[src/rtl/adc_serial_reader.sv]
// Serial ADC front end: periodically clocks one conversion out of an 8-bit SPI-style ADC
// and presents the result as a held parallel word with a one-cycle valid strobe.
//
// state      | meaning
// ST_IDLE    | no conversion running, period counter held at 0, waiting for Enable
// ST_CONVERT | CS_n low, SCLK toggling every CLK_DIV clocks, bits shifted on falls
// ST_DONE    | release CS_n, publish shift register, pulse Sample_Valid
// ST_WAIT    | CS_n high, period counter runs until the next conversion slot
module adc_serial_reader #(
   parameter int CLK_DIV       = 8,
   parameter int SETTLE_BITS   = 1,
   parameter int DATA_BITS     = 8,
   parameter int SAMPLE_PERIOD = 1024
) (
   input  logic                 CLK_Filter,
   input  logic                 rst_n,
   input  logic                 Enable,
   input  logic                 ADC_DOUT,
   output logic                 ADC_CS_n,
   output logic                 ADC_SCLK,
   output logic [DATA_BITS-1:0] ADC_Value,
   output logic                 Sample_Valid,
   output logic                 Busy
);

   localparam int N     = SETTLE_BITS + DATA_BITS;
   localparam int DIV_W = $clog2(CLK_DIV);
   localparam int BIT_W = $clog2(N + 1);
   localparam int PER_W = $clog2(SAMPLE_PERIOD);

   localparam logic [DIV_W-1:0] DIV_LOAD   = DIV_W'(CLK_DIV - 1);
   localparam logic [BIT_W-1:0] BIT_LAST   = BIT_W'(N - 1);
   localparam logic [BIT_W-1:0] BIT_SETTLE = BIT_W'(SETTLE_BITS);
   localparam logic [PER_W-1:0] PER_LAST   = PER_W'(SAMPLE_PERIOD - 1);

   typedef enum logic [1:0] {
      ST_IDLE    = 2'd0,
      ST_CONVERT = 2'd1,
      ST_DONE    = 2'd2,
      ST_WAIT    = 2'd3
   } state_t;

   state_t               state;
   logic                 dout_meta;
   logic                 dout_sync;
   logic [DIV_W-1:0]     div_cnt;
   logic [BIT_W-1:0]     bit_cnt;
   logic [PER_W-1:0]     period_cnt;
   logic [DATA_BITS-1:0] shift_reg;

   always_ff @(posedge CLK_Filter or negedge rst_n) begin
      if (!rst_n) begin
         dout_meta <= 1'b0;
         dout_sync <= 1'b0;
      end else begin
         dout_meta <= ADC_DOUT;
         dout_sync <= dout_meta;
      end
   end

   always_ff @(posedge CLK_Filter or negedge rst_n) begin
      if (!rst_n) begin
         state        <= ST_IDLE;
         ADC_CS_n     <= 1'b1;
         ADC_SCLK     <= 1'b0;
         ADC_Value    <= '0;
         Sample_Valid <= 1'b0;
         Busy         <= 1'b0;
         div_cnt      <= '0;
         bit_cnt      <= '0;
         period_cnt   <= '0;
         shift_reg    <= '0;
      end else begin
         case (state)
            ST_IDLE: begin
               period_cnt   <= '0;
               Sample_Valid <= 1'b0;
               if (Enable) begin
                  state     <= ST_CONVERT;
                  ADC_CS_n  <= 1'b0;
                  Busy      <= 1'b1;
                  div_cnt   <= DIV_LOAD;
                  bit_cnt   <= '0;
                  shift_reg <= '0;
               end
            end

            ST_CONVERT: begin
               period_cnt <= period_cnt + PER_W'(1);
               if (div_cnt == '0) begin
                  div_cnt  <= DIV_LOAD;
                  ADC_SCLK <= ~ADC_SCLK;
                  // Falling edge: sample DOUT that the ADC launched on the previous fall
                  if (ADC_SCLK) begin
                     if (bit_cnt >= BIT_SETTLE)
                        shift_reg <= {shift_reg[DATA_BITS-2:0], dout_sync};
                     if (bit_cnt == BIT_LAST)
                        state <= ST_DONE;
                     else
                        bit_cnt <= bit_cnt + BIT_W'(1);
                  end
               end else begin
                  div_cnt <= div_cnt - DIV_W'(1);
               end
            end

            ST_DONE: begin
               period_cnt   <= period_cnt + PER_W'(1);
               ADC_CS_n     <= 1'b1;
               Busy         <= 1'b0;
               ADC_Value    <= shift_reg;
               Sample_Valid <= 1'b1;
               state        <= ST_WAIT;
            end

            ST_WAIT: begin
               Sample_Valid <= 1'b0;
               if (period_cnt == PER_LAST) begin
                  period_cnt <= '0;
                  if (Enable) begin
                     state     <= ST_CONVERT;
                     ADC_CS_n  <= 1'b0;
                     Busy      <= 1'b1;
                     div_cnt   <= DIV_LOAD;
                     bit_cnt   <= '0;
                     shift_reg <= '0;
                  end else begin
                     state <= ST_IDLE;
                  end
               end else begin
                  period_cnt <= period_cnt + PER_W'(1);
               end
            end

            default: state <= ST_IDLE;
         endcase
      end
   end

endmodule

[config.mk]
export PLATFORM = sky130hd
export DESIGN_NAME = adc_serial_reader
export DESIGN_NICKNAME = d
export VERILOG_FILES = /design/src/rtl/adc_serial_reader.sv
export SDC_FILE = /design/constraint.sdc
export NUM_CORES = 1
export LEC_CHECK = 0
export CORE_MARGIN = 2
export CORE_UTILIZATION = 40
export CTS_CLUSTER_SIZE = 20
export DETAILED_ROUTE_END_ITERATION = 12
export SLEW_MARGIN = 20
export SYNTH_ARGS = -nofsm -noshare
export SYNTH_HDL_FRONTEND = slang
export SYNTH_SLANG_ARGS = --single-unit
[constraint.sdc]
create_clock -name CLK_Filter -period 1.9 [get_ports CLK_Filter]
set_input_delay 0.19 -clock CLK_Filter [delete_from_list [all_inputs] [get_ports CLK_Filter]]
set_output_delay 0.19 -clock CLK_Filter [all_outputs]
set_load 0.02 [all_outputs]
### Yosys cells after proc, flatten, opt, wreduce, memory -nomap -nowiden

Cells that the tools add are included.

| storage, ports and cells | value |
|---|---|
| bits in registers | 41 |
| input port bits | 4 |
| output and inout bits | 12 |
| word-level logic and storage cells | 74 |

| cells by class | value |
|---|---|
| add/subtract/negate cells | 3 |
| $lt $le $gt $ge | 1 |
| equal/unequal tests | 12 |
| multiplexer cells | 32 |
| bitwise logic cells | 1 |
| reduce and logical (&&, ||, !) cells | 13 |

Operators by type and width:

| operator | number |
|---|---|
| $mux W8 | 5 |
| $pmux W10 S3 | 1 |
| $pmux W8 S3 | 1 |
| $mux W4 | 5 |
| $reduce_and A5 Y1 | 3 |
| $ne A2 B2 Y1 const B | 7 |
| $pmux W4 S3 | 1 |
| $add A10 B1 Y10 const B | 1 |
| $eq A10 B10 Y1 const B | 1 |
| $mux W10 | 1 |
| $mux W2 | 5 |
| $mux W3 | 3 |
| $pmux W3 S3 | 1 |
| $pmux W2 S4 | 1 |
| $pmux W1 S3 | 2 |
| $reduce_and A2 Y1 | 3 |
| $reduce_bool A3 Y1 | 2 |
| $mux W1 | 5 |
| $add A4 B1 Y4 const B | 1 |
| $eq A2 B2 Y1 const B | 2 |
| $eq A4 B4 Y1 const B | 1 |
| $ge A4 B1 Y1 const B | 1 |
| $reduce_or A2 Y1 | 2 |
| $logic_not A3 Y1 | 1 |
| 6 further kinds | 6 |

### Logic depth before layout (Yosys ltp)

| logic depth | value |
|---|---|
| word-level depth | 5 |
| depth in mapped cells | 7 |
| depth with buffers taken out | 6 |

### Worst setup path after synthesis

No wires, ideal clock.

| timing path | value |
|---|---|
| kind | register -> register |
| from | reg period_cnt[0] |
| to | reg div_cnt[0] |
| setup time | 125 ps |
| arrival | 1657 ps |
| data required time | 1775 ps |
| path slack | 118 ps |
| cell stages (with the launch flop) | 6 |
| path buffers | 0 |
| clock period less this slack | 1782 ps |
| cell sequence | dfrtp_1 -> ha_1 -> nand3_4 -> o31a_2 -> nor3_4 -> mux2_2 |

| on the way | value |
|---|---|
| longest elaborated chain between the ends | 3 |

RTL lines:

| element | RTL line | text |
|---|---|---|
| from (decl) | 48 | `logic [PER_W-1:0] period_cnt;` |
| from (signal assigned) | 89 | `period_cnt <= period_cnt + PER_W'(1);` |
| from (signal assigned) | 108 | `period_cnt <= period_cnt + PER_W'(1);` |
| from (signal assigned) | 131 | `period_cnt <= period_cnt + PER_W'(1);` |
| $eq A10 B10 Y1 | 118 | `if (period_cnt == PER_LAST) begin` |
| $ne A2 B2 Y1 (no source line) | - |  |
| $reduce_and A2 Y1 (no source line) | - |  |
| to (signal assigned) | 103 | `div_cnt <= div_cnt - DIV_W'(1);` |
| to (decl) | 46 | `logic [DIV_W-1:0] div_cnt;` |

Every way passes these cells.
A chain may end at the register's enable or synchronous reset.

### Final worst setup path

| timing path | value |
|---|---|
| from | reg period_cnt[1] |
| to | reg div_cnt[0] |

Same word-level chain as after synthesis.

==> impl_results.md <==
* Status: finished, final reports clean
* Via density at 4.99
* RSZ-0062 raised after global routing: false
* Post-DR wirelength/cell at 13.6 µm
* Crit start category: flop
* R2r setup slk at about 0.13 ns
* Worst r2r path cells at 5
* Fillers at between 400 and 500
* Slew HR at between 60% and 70%
* Cells after Synth at 183
* Worst path bufs/invs at 0
* Initial antenna violation count at 0
* Hpwl dp at ~2700 µm
* GRT Residual Overflow at 0
* Nature of the critical path endpoint: flop
* Core Region at 0.00504 mm²
* Pwr Total at 1.47 mW
* Worst-path clk slew at about 0.080 ns
* ANT nets after route at 0
* Reg2reg start: period_cnt[1]$_DFF_PN0_
* Die height at 75.6 µm
* Max reg flops at 10
* Top FF cell, synth: dfrtp_1
* Critical path data required time at 2.08 ns
* Minimum clock period at 1.77 ns
* Max-slew violation count at 0
* Met2 Routed Length at around 1900 µm
* CTS tree: yes
* Worst Path Arrival at 1.95 ns
* ANT cells at 0
* Crit share post-route at 93.3%
* Setup CP Type: flop to flop
* Final hold violations at 0
* Port-buffer cells at 15
* Met1 WL at 1770 µm
* Hold path depth at 1
* Leakage at 1.29 nW
* Sequential area share after synthesis at 50.1%
* Netlist Area Pre-Place at 0.00205 mm²
* Starting Density at just over 40%
* Syn Area/Cell at around 11 µm²
* Worst min path class: input pin to flop
* Area Growth Syn to Fin at 20.4%
* Most common cell in the synthesized netlist: dfrtp_1
* Power Density at 595 mW/mm²
* Number of flops mapped to enable cells by yosys at 0
* Fin worst setup slack at 0.127 ns
* WL final at 3810 µm
* Crit path cell chain: ha_2 > nand3_4 > o31a_4 > nor3_4 > mux2_2
* Hold Path Sink: dout_meta$_DFF_PN0_
* Die Area at 0.00572 mm²
* Slowest cell on the critical path: o31a_4
* 1st-pass router iterations at 4
* Peak VDD IR at 421 µV
* Gr usage total at 15.3%
* CP Max Fanout at 6
* CTS Sinks at between 40 and 50
* # setup viols final at 0
* Skew-Pair Late Insertion Delay at 0.29 ns
* CP peak stage delay at 0.41 ns
* Final Cell Area at between 0.002 and 0.0025 mm²
* Fin nets at 225
* Max clock buf depth at 2
* Min-delay src: ADC_DOUT
* Post-synth cell types at 44
* DP Area at 0.00236 mm²
* I/O pin count at 16
* GP Congestion at just under 0.8
* FFs w/ async S/R, synth at 100%
* FF-to-FF End: div_cnt[0]$_DFFE_PN0P_
* CP delay by family, top: compound AO/OA/AOI/OAI gates
* Place WS at 0.0686 ns
* Yosys top cell area share at 48.8%
* DRC at 0
* Largest net degree at the start of global routing at 24
* Synth area leaders: dfrtp_1 (49%), ha_1 (6.7%), mux2_2 (5.5%)
* Synth warnings at 0
* Initial DRC count at 104
* Hold WS at 0.339 ns
* Worst-margin pin slew at 0.506 ns
* Vias in the first global route at 1396
* Clk Tree Root Cell: clkbuf_8
* Syn Nets at 198
* FF+latch count, synth at 41
* Share of cells above drive strength 1 at 18.0%
* Highest Signal Layer: met4
* Setup TNS at 0 ns
* Post-synth top cells: dfrtp_1 (40), nand2_1 (18), inv_1 (17), nor2_1 (14), ha_1 (11)
* Cts bufs inserted at 5
* DR vias at 1402
* H-Tree Depth at 2
* Die X at roughly 76 µm
* F_max at 564 MHz
* Biggest area consumer among synthesized cells: dfrtp_1
* DR WL met3 at 104 µm
* MaxCap Viol Count at 0
* Final Skew at 0.0106 ns
* Standard-cell rows at 26
* First-pass GRT wire length at 6560 µm
metal layers:
layer / global-route usage [%] / vias to the layer above
li1: - / 687
met1: 20.6 / 696
met2: 24.6 / 17
met3: 4.10 / 2
met4: 4.09 / 0
met5: 0 / -
cell type report:
class / count / area (µm²) / area share (%)
Sequential cell: 41 / 1030 / 41.6
Timing Repair Buffer: 24 / 253 / 10.2
Tap cell: 70 / 87.6 / 3.55
Inverter: 17 / 63.8 / 2.58
Clock inverter: 2 / 10.0 / 0.405
Multi-Input combinational cell: 121 / 956 / 38.7
Clock buffer: 6 / 72.6 / 2.94
how the worst max path moves through the flow:
stage               depth (start not counted)                     from                      to  slack, ns
CTS                                         5  period_cnt[0]$_DFF_PN0_  div_cnt[0]$_DFFE_PN0P_       0.05
global route                                5  period_cnt[1]$_DFF_PN0_  div_cnt[0]$_DFFE_PN0P_       0.02
finish                                      5  period_cnt[1]$_DFF_PN0_  div_cnt[0]$_DFFE_PN0P_       0.13
global placement                            5  period_cnt[0]$_DFF_PN0_  div_cnt[0]$_DFFE_PN0P_       0.11
floorplan                                   5  period_cnt[0]$_DFF_PN0_  div_cnt[0]$_DFFE_PN0P_       0.12
detailed placement                          5  period_cnt[0]$_DFF_PN0_  div_cnt[0]$_DFFE_PN0P_       0.07
where the power goes:
group | switching (mW) | internal (mW) | total [mW]
clock network | 0.300 | 0.255 | 0.555
registers | 0.00289 | 0.877 | 0.880
logic | 0.0225 | 0.0128 | 0.0353
total | 0.326 | 1.15 | 1.47
worst register-to-register path, delay by kind of cell, from the launching register on:
kind	cells	cell delay, ns
mux	1	0.35
fa+ha+maj	1	0.22
simple gates	2	0.31
compound gates	1	0.41
flops	1	0.38
cells by family (layout without fill, tap and decap cells):
logic type      Yosys count  after routing  synth area share [%]
buf+inv                  21             49                  3.90
simple gates             59             59                  16.4
mux                      21             21                  10.9
fa+ha+maj                11             11                  6.71
compound gates           22             22                  8.60
flops                    41             41                  50.1
xor+xnor                  8              8                  3.42
stage by stage:
step           instances  utilization, %
6_report             281            49.0
5_1_grt              281            49.0
4_1_cts              280            48.6
3_3_place_gp         271            46.7
2_1_floorplan        183               -
3_5_place_dp         271            46.7
timing repair:
item                       CTS  global route
buffers inserted             0             1
gates resized for setup      0             4
setup endpoints to repair    0             4
hold endpoints to repair    19             0
hold buffers                 1             0
cells in the final DEF (no fill, tap or decap), drive strengths merged, types with 2 or more instances in the layout:
master / instances
mux2i: 10
nor2b: 2
o31ai: 2
a21oi: 5
nor2: 14
inv: 17
nand4: 4
xor2: 5
nand2: 18
clkdlybuf4s50: 14
ha: 11
clkbuf: 6
o21ai: 3
dfrtp: 40
and3: 4
nand3b: 3
nor3: 2
nand3: 6
o21bai: 2
mux2: 11
xnor2: 3
buf: 9
clkinv: 2
Note: power is estimated with default switching activity, not from simulation.
